File: config.mk
export PLATFORM = sky130hd
export DESIGN_NAME = sat_counter
export DESIGN_NICKNAME = d
export VERILOG_FILES = /design/src/rtl/mod_count_checker_sat_counter.sv
export SDC_FILE = /design/constraint.sdc
export NUM_CORES = 1
export LEC_CHECK = 0
export BUFFER_PORTS_ARGS = -buffer_cell sky130_fd_sc_hd__buf_2
export CAP_MARGIN = 20
export CELL_PAD_IN_SITES_DETAIL_PLACEMENT = 1
export CELL_PAD_IN_SITES_GLOBAL_PLACEMENT = 1
export CORE_UTILIZATION = 30
export CTS_CLUSTER_DIAMETER = 150
export DETAILED_ROUTE_END_ITERATION = 12
export PLACE_DENSITY = 0.75
export RECOVER_POWER = 25
export SYNTH_ARGS = -nofsm -noshare
export SYNTH_HDL_FRONTEND = slang
export SYNTH_SLANG_ARGS = --single-unit
File: constraint.sdc
create_clock -name clk -period 1.9 [get_ports clk]
set_clock_uncertainty 0.15 [all_clocks]
set_input_delay 0.38 -clock clk [delete_from_list [all_inputs] [get_ports clk]]
set_output_delay 0.38 -clock clk [all_outputs]
set_load 0.03 [all_outputs]
File: src/rtl/mod_count_checker_sat_counter.sv
// rtl/mod_count_checker_sat_counter.sv - saturating up-counter with synchronous clear
module sat_counter #(
    parameter int W = 8
) (
    input  logic         clk,
    input  logic         rst,
    input  logic         clr,
    input  logic         inc,
    output logic [W-1:0] count
);

    always_ff @(posedge clk) begin
        if (rst || clr) begin
            count <= '0;
        end else if (inc && (count != '1)) begin
            count <= count + W'(1);
        end
    end

endmodule

==> run_summary.xml, run 1 <==
<?xml version="1.0" encoding="UTF-8"?>
<metrics>
  <group name="pwr">
    <metric name="sequentialPowerShare" unit="%">51.9</metric>
    <metric name="sw_ratio" unit="%">24.0</metric>
    <metric name="static-leakage-power" unit="uW">0.000219</metric>
    <metric name="peakVddDrop" unit="mV">0.377</metric>
    <metric name="powerDensity" unit="nW/um^2">646</metric>
    <metric name="cell_internal_pwr" unit="uW">250</metric>
    <metric name="p_comb_share" unit="%">6.3</metric>
    <metric name="power.net_switching" unit="uW">78.8</metric>
    <metric name="power_frac_clock" unit="%">41.8</metric>
  </group>
  <group name="route">
    <metric name="dr.pass1.iters" unit="">3</metric>
    <metric name="routedWlPerCell" unit="um">13.9</metric>
    <metric name="via_count_of_the_routed_design" unit="">435</metric>
    <metric name="route.antenna.remaining_nets" unit="">0</metric>
    <metric name="route.detailed.drc" unit="">0</metric>
    <metric name="routed_wirelength" unit="um">1060</metric>
    <metric name="vias_per_cell" unit="">5.72</metric>
    <metric name="initialDrtViolationCount" unit="">3</metric>
  </group>
  <group name="die">
    <metric name="ios" unit="">12</metric>
    <metric name="rows" unit="">13</metric>
    <metric name="coreArea" unit="sq um">1300</metric>
    <metric name="die_height" unit="um">39.5</metric>
    <metric name="die_area" unit="sq um">1560</metric>
    <metric name="initial_utilization" unit="%">32.4</metric>
    <metric name="die_x" unit="um">39.5</metric>
  </group>
  <group name="setup_path">
    <metric name="worst_setup_path_end_kind" unit="">flop</metric>
    <metric name="crit_chain" unit="">ha_1 &gt; nand3_1 &gt; or4_1 &gt; and3_1</metric>
    <metric name="data_arrival_at_the_endpoint_of_the_critical_path" unit="ns">1.61</metric>
    <metric name="worst_ep_required_time" unit="ns">1.90</metric>
    <metric name="crit_type" unit="">flop to flop</metric>
    <metric name="path_max_fanout" unit="">5</metric>
    <metric name="crit_path_top_delay_cell" unit="">sky130_fd_sc_hd__or4_1</metric>
    <metric name="worst_setup_path_start_kind" unit="">flop</metric>
    <metric name="critical-path-max-stage-delay" unit="ns">0.40</metric>
  </group>
  <group name="final_layout">
    <metric name="final_common_cell" unit="">sky130_fd_sc_hd__buf_2</metric>
    <metric name="finalCoreUtilization" unit="%">39.1</metric>
    <metric name="largest_reg_flops" unit="">8</metric>
    <metric name="most-common-layout-cells" unit="">sky130_fd_sc_hd__buf_2 (9), sky130_fd_sc_hd__dfxtp_1 (8), sky130_fd_sc_hd__nand2_1 (7)</metric>
    <metric name="register_containing_the_most_flip_flops_in_the_final_layout" unit="">count</metric>
    <metric name="area_growth_syn_to_layout" unit="%">20.8</metric>
    <metric name="layout_top_registers" unit="">count x8</metric>
    <metric name="final_nets" unit="">68</metric>
    <metric name="drive_above_1_share" unit="%">24.6</metric>
    <metric name="final_cell_area" unit="sq um">509</metric>
    <metric name="antenna_cells" unit="">0</metric>
  </group>
  <group name="place">
    <metric name="place_congestion" unit="">0.730</metric>
    <metric name="place.detailed.hpwl" unit="um">761</metric>
    <metric name="dpl-instance-area" unit="sq um">490</metric>
    <metric name="place.port_buffers" unit="">11</metric>
  </group>
  <group name="clocking">
    <metric name="tritoncts.num_buffers" unit="">3</metric>
    <metric name="worst_setup_hold_path_clk_slew" unit="ns">0.06</metric>
    <metric name="cts_sinks" unit="">8</metric>
    <metric name="clkLatencyLatePin" unit="ns">0.25</metric>
    <metric name="cts_hold_repair.buffers" unit="">0</metric>
    <metric name="htreeDepth" unit="">1</metric>
    <metric name="cts.root.buffer_cell" unit="">sky130_fd_sc_hd__clkbuf_4</metric>
    <metric name="clock_path_buffers" unit="">2</metric>
    <metric name="post_cts_resized" unit="">0</metric>
    <metric name="cts_tree" unit="">built</metric>
    <metric name="cts_post_setup_buffers_inserted" unit="">0</metric>
  </group>
  <group name="yosys">
    <metric name="proportion_of_synthesized_chip_area_in_sequential_cells" unit="%">38.0</metric>
    <metric name="synthesis.nets" unit="">53</metric>
    <metric name="post_synth_inst_count" unit="">48</metric>
    <metric name="netlist.top_cell.by_area" unit="">sky130_fd_sc_hd__dfxtp_1</metric>
    <metric name="syn_avg_cell_area" unit="sq um">8.78</metric>
    <metric name="ys_warn_count" unit="">0</metric>
    <metric name="post_synth_num_cell_types" unit="">23</metric>
    <metric name="top_cells_by_area_in_the_synthesized_netlist" unit="">sky130_fd_sc_hd__dfxtp_1 (38%), sky130_fd_sc_hd__mux2i_1 (9.5%), sky130_fd_sc_hd__nand2_1 (6.2%), sky130_fd_sc_hd__a21oi_1 (5.9%), sky130_fd_sc_hd__and3b_1 (4.2%)</metric>
    <metric name="synth.cell_area" unit="sq um">422</metric>
    <metric name="yosys_register_bits" unit="">8</metric>
    <metric name="synthDominantCellAreaShare" unit="%">38.0</metric>
  </group>
  <group name="global_routing">
    <metric name="grt_pass1_vias" unit="">402</metric>
    <metric name="grt_use_total" unit="%">17.0</metric>
    <metric name="antenna_found_initial" unit="">0</metric>
    <metric name="globalRouteOverflowTotal" unit="">0</metric>
    <metric name="maximum_number_of_pins_on_one_net_before_global_route_repair" unit="">9</metric>
    <metric name="first_pass_grt_wire_length" unit="um">1720</metric>
  </group>
  <group name="timing">
    <metric name="setup_viol_count_final" unit="">0</metric>
    <metric name="report.final.slew_viol_count" unit="">0</metric>
    <metric name="worst_slew_pin_slew" unit="ns">0.515</metric>
    <metric name="achievable-frequency" unit="MHz">621</metric>
    <metric name="setup_repair_after_global_routing_missed_its_margin" unit="">no</metric>
    <metric name="totalNegativeSetupSlack" unit="ns">0</metric>
    <metric name="finalWorstPathRequiredPeriod" unit="ns">1.61</metric>
    <metric name="hold_violations" unit="">0</metric>
    <metric name="slew_headroom" unit="%">65.6</metric>
    <metric name="period_utilization" unit="%">84.8</metric>
  </group>
  <group name="outcome">
    <metric name="status" unit="">complete, no violations</metric>
  </group>
  <group name="worst_hold_path">
    <metric name="hp-class" unit="">input port to flop</metric>
  </group>
  <group name="flow_run">
    <metric name="drv_cap" unit="">0</metric>
  </group>
</metrics>
## kinds of logic (layout without fill, tap and decap cells)
| group | after synthesis | count (layout) | share of synthesized area (%) |
|---|---|---|---|
| buf+inv | 2 | 15 | 2.08 |
| compound gates | 9 | 9 | 13.6 |
| flops | 8 | 8 | 38.0 |
| fa+ha+maj | 1 | 1 | 2.97 |
| simple gates | 24 | 24 | 33.8 |
| mux | 4 | 4 | 9.50 |
## cell usage after synthesis, drive strengths merged
cell	instances
ha	1
nor4	1
nand4	2
o21ai	1
nor2	1
nand3	2
a21boi	2
and3b	2
and3	2
dfxtp	8
or4	1
nand2	7
mux2i	4
a21oi	5
buf	1
and2	1
inv	1
o2111ai	1
and4	2
or3	3
## worst paths after layout
check                                      startpoint                     to  slack, ns  cells past startpoint
worst min-delay path                              rst  count[2]$_SDFFE_PP0P_       0.19                      2
worst min register to register  count[1]$_SDFFE_PP0P_  count[1]$_SDFFE_PP0P_       0.34                      2
worst max-delay path            count[0]$_SDFFE_PP0P_  count[6]$_SDFFE_PP0P_       0.29                      4
worst max register to register  count[0]$_SDFFE_PP0P_  count[6]$_SDFFE_PP0P_       0.29                      4
## power by group through the flow
stage	clock network, uW	logic [uW]	registers (uW)
3_3_place_gp	0	20.6	174
4_1_cts	143	21.5	171
6_report	137	20.7	171
5_1_grt	150	23.1	171
3_5_place_dp	0	21.1	175
2_1_floorplan	0	8.55	177
## cell type report
class | count | area (sq um)
fill | 173 | 792
tap | 15 | 18.8
inverter | 1 | 3.75
clock buffer | 3 | 22.5
multi-input combinational | 38 | 251
sequential | 8 | 160
timing repair buffer | 11 | 52.6
## worst max-delay path: cells and delay by family (launching register included)
family,cells,cell delay (ns)
AND/OR/NAND/NOR,3,0.71
flip-flops,1,0.39
adder cells (fa/ha/maj),1,0.25
## stage by stage
step | total power, uW | setup slack, ns | cells | hold WS [ns]
floorplan | 186 | 0.164 | 48 | 0.308
detailed placement | 196 | 0.314 | 73 | 0.341
CTS | 335 | 0.286 | 76 | 0.191
global route | 344 | 0.203 | 76 | 0.205
finish | 329 | 0.290 | 76 | 0.192
global placement | 195 | 0.367 | 73 | 0.326
## layer usage
metal | up-vias | track usage (%) | share of wire (%)
li1 | 209 | - | -
met1 | 213 | 21.0 | 44
met2 | 11 | 26.2 | 49
met3 | 2 | 3.41 | 4.7
met4 | 0 | 11.2 | 1.6
met5 | - | 0 | 0
(Power assumes the default switching activity.)
==> inputs of run 2 (changes only) <==
--- a/config.mk
+++ b/config.mk
@@ -5,6 +5,7 @@
 export SDC_FILE = /design/constraint.sdc
 export NUM_CORES = 1
 export LEC_CHECK = 0
+export ABC_AREA = 1
 export BUFFER_PORTS_ARGS = -buffer_cell sky130_fd_sc_hd__buf_2
 export CAP_MARGIN = 20
 export CELL_PAD_IN_SITES_DETAIL_PLACEMENT = 1
@@ -12,7 +13,7 @@
 export CORE_UTILIZATION = 30
 export CTS_CLUSTER_DIAMETER = 150
 export DETAILED_ROUTE_END_ITERATION = 12
-export PLACE_DENSITY = 0.75
+export PLACE_DENSITY = 0.78
 export RECOVER_POWER = 25
 export SYNTH_ARGS = -nofsm -noshare
 export SYNTH_HDL_FRONTEND = slang
==> constraint.sdc (replaced) <==
create_clock -name clk -period 1.5 [get_ports clk]
set_clock_uncertainty 0.15 [all_clocks]
set_input_delay 0.3 -clock clk [delete_from_list [all_inputs] [get_ports clk]]
set_output_delay 0.3 -clock clk [all_outputs]
set_load 0.03 [all_outputs]
==> run 2 against run 1 <==
  * Non-clock buffer count did not move
  * Synthesized area is 6.2% higher
  * Design area is 9.3% higher
  * Core utilization up 2.1 points
  * Routed wire length rose by 3.5%
  * Critical path depth grew 2
  * Sequential power grew 27%
  * Clock power rose by 25%
==> run_summary.xml, run 2 <==
<?xml version="1.0" encoding="UTF-8"?>
<metrics>
  <group name="pwr">
    <metric name="static-leakage-power" unit="uW">0.000271</metric>
    <metric name="totalPowerFinal" unit="uW">423</metric>
    <metric name="peakVddDrop" unit="mV">0.253</metric>
    <metric name="powerDensity" unit="nW/um^2">760</metric>
  </group>
  <group name="final_layout">
    <metric name="drive_above_1_share" unit="%">28.4</metric>
    <metric name="area_growth_syn_to_layout" unit="%">24.3</metric>
    <metric name="final_cell_area" unit="sq um">557</metric>
    <metric name="final_common_cell" unit="">sky130_fd_sc_hd__nand2_1</metric>
    <metric name="final_nets" unit="">88</metric>
    <metric name="layout_top_registers" unit="">count x8</metric>
    <metric name="antenna_cells" unit="">0</metric>
    <metric name="finalNonFillerCells" unit="">96</metric>
    <metric name="largest_reg_flops" unit="">8</metric>
    <metric name="register_containing_the_most_flip_flops_in_the_final_layout" unit="">count</metric>
    <metric name="most-common-layout-cells" unit="">sky130_fd_sc_hd__nand2_1 (19), sky130_fd_sc_hd__nor2_1 (12), sky130_fd_sc_hd__buf_2 (8)</metric>
    <metric name="finalCoreUtilization" unit="%">41.2</metric>
  </group>
  <group name="place">
    <metric name="place_congestion" unit="">0.684</metric>
    <metric name="numPlacedInstances" unit="">92</metric>
    <metric name="place.port_buffers" unit="">11</metric>
    <metric name="dpl-instance-area" unit="sq um">513</metric>
    <metric name="place.detailed.hpwl" unit="um">761</metric>
  </group>
  <group name="yosys">
    <metric name="largest_family_of_logic_cells_by_synthesized_area" unit="">simple AND/OR/NAND/NOR gates</metric>
    <metric name="synth-simple-area-share" unit="%">45.3</metric>
    <metric name="yosys_register_bits" unit="">8</metric>
    <metric name="proportion_of_synthesized_chip_area_in_sequential_cells" unit="%">35.8</metric>
    <metric name="synthFlopType" unit="">sky130_fd_sc_hd__dfxtp_1</metric>
    <metric name="ys_warn_count" unit="">0</metric>
    <metric name="top_cells_by_area_in_the_synthesized_netlist" unit="">sky130_fd_sc_hd__dfxtp_1 (36%), sky130_fd_sc_hd__nand2_1 (17%), sky130_fd_sc_hd__nor2_1 (11%), sky130_fd_sc_hd__a21oi_1 (5.6%), sky130_fd_sc_hd__inv_1 (5.0%)</metric>
    <metric name="synthDominantCellAreaShare" unit="%">35.8</metric>
    <metric name="synth-edff-count" unit="">0</metric>
    <metric name="post_synth_xor_area_fraction" unit="%">0</metric>
    <metric name="post_synth_inst_count" unit="">67</metric>
    <metric name="synthesis.nets" unit="">72</metric>
    <metric name="synth.cell_area" unit="sq um">448</metric>
    <metric name="synth_compound_gate_area_share" unit="%">6.98</metric>
    <metric name="dominant_cell_by_count_in_the_synthesized_netlist" unit="">sky130_fd_sc_hd__nand2_1</metric>
    <metric name="syn_avg_cell_area" unit="sq um">6.69</metric>
    <metric name="netlist.top_cell.by_area" unit="">sky130_fd_sc_hd__dfxtp_1</metric>
    <metric name="synth_common_cells" unit="">sky130_fd_sc_hd__nand2_1 (20), sky130_fd_sc_hd__nor2_1 (13), sky130_fd_sc_hd__dfxtp_1 (8), sky130_fd_sc_hd__inv_1 (6), sky130_fd_sc_hd__a21oi_1 (5)</metric>
    <metric name="synth_fa_ha_area_share" unit="%">2.79</metric>
    <metric name="async_s_r_ff_share_synth" unit="%">0</metric>
    <metric name="synth.mux.area_fraction" unit="%">0</metric>
    <metric name="post_synth_num_cell_types" unit="">17</metric>
  </group>
  <group name="clocking">
    <metric name="cts_tree" unit="">built</metric>
    <metric name="clock_path_buffers" unit="">2</metric>
    <metric name="cts_sinks" unit="">8</metric>
    <metric name="cts.root.buffer_cell" unit="">sky130_fd_sc_hd__clkbuf_4</metric>
    <metric name="tritoncts.num_buffers" unit="">3</metric>
    <metric name="cts_post_setup_buffers_inserted" unit="">0</metric>
    <metric name="clkLatencyLatePin" unit="ns">0.25</metric>
    <metric name="worst_setup_hold_path_clk_slew" unit="ns">0.06</metric>
    <metric name="htreeDepth" unit="">1</metric>
  </group>
  <group name="die">
    <metric name="initial_utilization" unit="%">33.2</metric>
    <metric name="die_x" unit="um">40.6</metric>
    <metric name="coreArea" unit="sq um">1350</metric>
    <metric name="die_area" unit="sq um">1650</metric>
    <metric name="die_height" unit="um">40.6</metric>
    <metric name="rows" unit="">13</metric>
    <metric name="ios" unit="">12</metric>
  </group>
  <group name="global_routing">
    <metric name="grt_pass1_vias" unit="">366</metric>
    <metric name="gr-usage-met2" unit="%">21.4</metric>
    <metric name="antenna_found_initial" unit="">0</metric>
    <metric name="globalRoute.busiestLayer" unit="">met2</metric>
    <metric name="first_pass_grt_wire_length" unit="um">1460</metric>
    <metric name="maximum_number_of_pins_on_one_net_before_global_route_repair" unit="">12</metric>
    <metric name="global_route.usage.met1" unit="%">17.4</metric>
    <metric name="fraction_of_met3_tracks_used_by_global_routing" unit="%">3.26</metric>
    <metric name="grt_use_total" unit="%">13.4</metric>
    <metric name="globalRouteOverflowTotal" unit="">0</metric>
  </group>
  <group name="route">
    <metric name="routedWlPerCell" unit="um">11.4</metric>
    <metric name="via_count_of_the_routed_design" unit="">445</metric>
    <metric name="route.antenna.remaining_nets" unit="">0</metric>
    <metric name="routed_wirelength" unit="um">1090</metric>
    <metric name="route.detailed.drc" unit="">0</metric>
    <metric name="initialDrtViolationCount" unit="">2</metric>
    <metric name="dr.pass1.iters" unit="">2</metric>
    <metric name="vias_per_cell" unit="">4.64</metric>
  </group>
  <group name="timing">
    <metric name="totalNegativeSetupSlack" unit="ns">0</metric>
    <metric name="report.final.slew_viol_count" unit="">0</metric>
    <metric name="finalWorstPathRequiredPeriod" unit="ns">1.40</metric>
    <metric name="achievable-frequency" unit="MHz">716</metric>
    <metric name="period_utilization" unit="%">93.1</metric>
    <metric name="slew_headroom" unit="%">75.6</metric>
    <metric name="worst_slew_pin_slew" unit="ns">0.368</metric>
    <metric name="hold_violations" unit="">0</metric>
    <metric name="setup_viol_count_final" unit="">0</metric>
  </group>
  <group name="setup_path">
    <metric name="reg2reg_from" unit="">count[0]$_SDFFE_PP0P_</metric>
    <metric name="worst_setup_path_start_kind" unit="">flop</metric>
    <metric name="worst_setup_path_end_kind" unit="">flop</metric>
    <metric name="path_max_fanout" unit="">5</metric>
    <metric name="worst_ep_required_time" unit="ns">1.50</metric>
    <metric name="crit_type" unit="">flop to flop</metric>
    <metric name="reg2reg_to" unit="">count[1]$_SDFFE_PP0P_</metric>
    <metric name="worst_reg2reg_path_depth" unit="">6</metric>
    <metric name="regToRegSetupSlack" unit="ns">0.10</metric>
    <metric name="data_arrival_at_the_endpoint_of_the_critical_path" unit="ns">1.40</metric>
  </group>
  <group name="worst_hold_path">
    <metric name="min_delay_worst_endpoint" unit="">count[0]$_SDFFE_PP0P_</metric>
    <metric name="worst_hold_path.num_cells" unit="">4</metric>
    <metric name="startpoint_of_the_most_critical_hold_path" unit="">rst</metric>
    <metric name="hp-class" unit="">input port to flop</metric>
  </group>
  <group name="flow_run">
    <metric name="drv_cap" unit="">0</metric>
  </group>
  <group name="outcome">
    <metric name="status" unit="">complete, no violations</metric>
  </group>
</metrics>
[run 2: how the worst max path moves through the flow]
stage	start	to	cells past startpoint
global placement	count[0]$_SDFFE_PP0P_	count[4]$_SDFFE_PP0P_	6
CTS	count[0]$_SDFFE_PP0P_	count[3]$_SDFFE_PP0P_	8
global route	count[0]$_SDFFE_PP0P_	count[3]$_SDFFE_PP0P_	8
detailed placement	count[0]$_SDFFE_PP0P_	count[3]$_SDFFE_PP0P_	8
finish	count[0]$_SDFFE_PP0P_	count[1]$_SDFFE_PP0P_	6
floorplan	count[4]$_SDFFE_PP0P_	count[5]$_SDFFE_PP0P_	6
[run 2: kinds of logic after synthesis]
logic type / count (synthesis)
AND/OR/NAND/NOR: 43
buffers and inverters: 9
flip-flops: 8
AO/OA/AOI/OAI: 6
adder cells (fa/ha/maj): 1
[run 2: layout make-up]
cell class,count,area (sq um)
fill,173,793
multi-input combinational,51,272
sequential,8,163
timing repair buffer,11,51.3
inverter,8,30.0
clock buffer,3,22.5
tap,15,18.8
[run 2: timing repair]
action / in CTS / in global routing
hold buffers: 0 / 0
endpoints found under the hold margin: 0 / 0
endpoints found under the setup margin: 0 / 6
gates resized for setup: 0 / 6
[run 2: metrics by stage]
stage | hold slack (ns) | worst slack (ns)
2_1_floorplan | 0.291 | 0.0188
3_3_place_gp | 0.325 | 0.120
3_5_place_dp | 0.357 | 0.0505
4_1_cts | 0.201 | 0.0431
5_1_grt | 0.216 | -0.00322
6_report | 0.198 | 0.104
[run 2: report_power, final]
part           total [uW]  switching, uW  internal [uW]
combinational        33.5           20.7           12.8
sequential            218           2.86            215
clock                 171           79.2           92.0
total                 423            103            320
[run 2: per-layer routing]
metal | routed length (um) | share of wire (%)
met5 | 0 | 0
met4 | 0 | 0
met3 | 26 | 2.4
met2 | 545 | 50
met1 | 520 | 48
[run 2: worst max-delay path, cell delays in order (launching register included)]
cell                      delay [ns]
sky130_fd_sc_hd__dfxtp_2        0.36
sky130_fd_sc_hd__ha_1           0.18
sky130_fd_sc_hd__nand2_1        0.12
sky130_fd_sc_hd__nor2_4         0.17
sky130_fd_sc_hd__nand2_2        0.11
sky130_fd_sc_hd__a21oi_1        0.15
sky130_fd_sc_hd__nor2_1         0.06
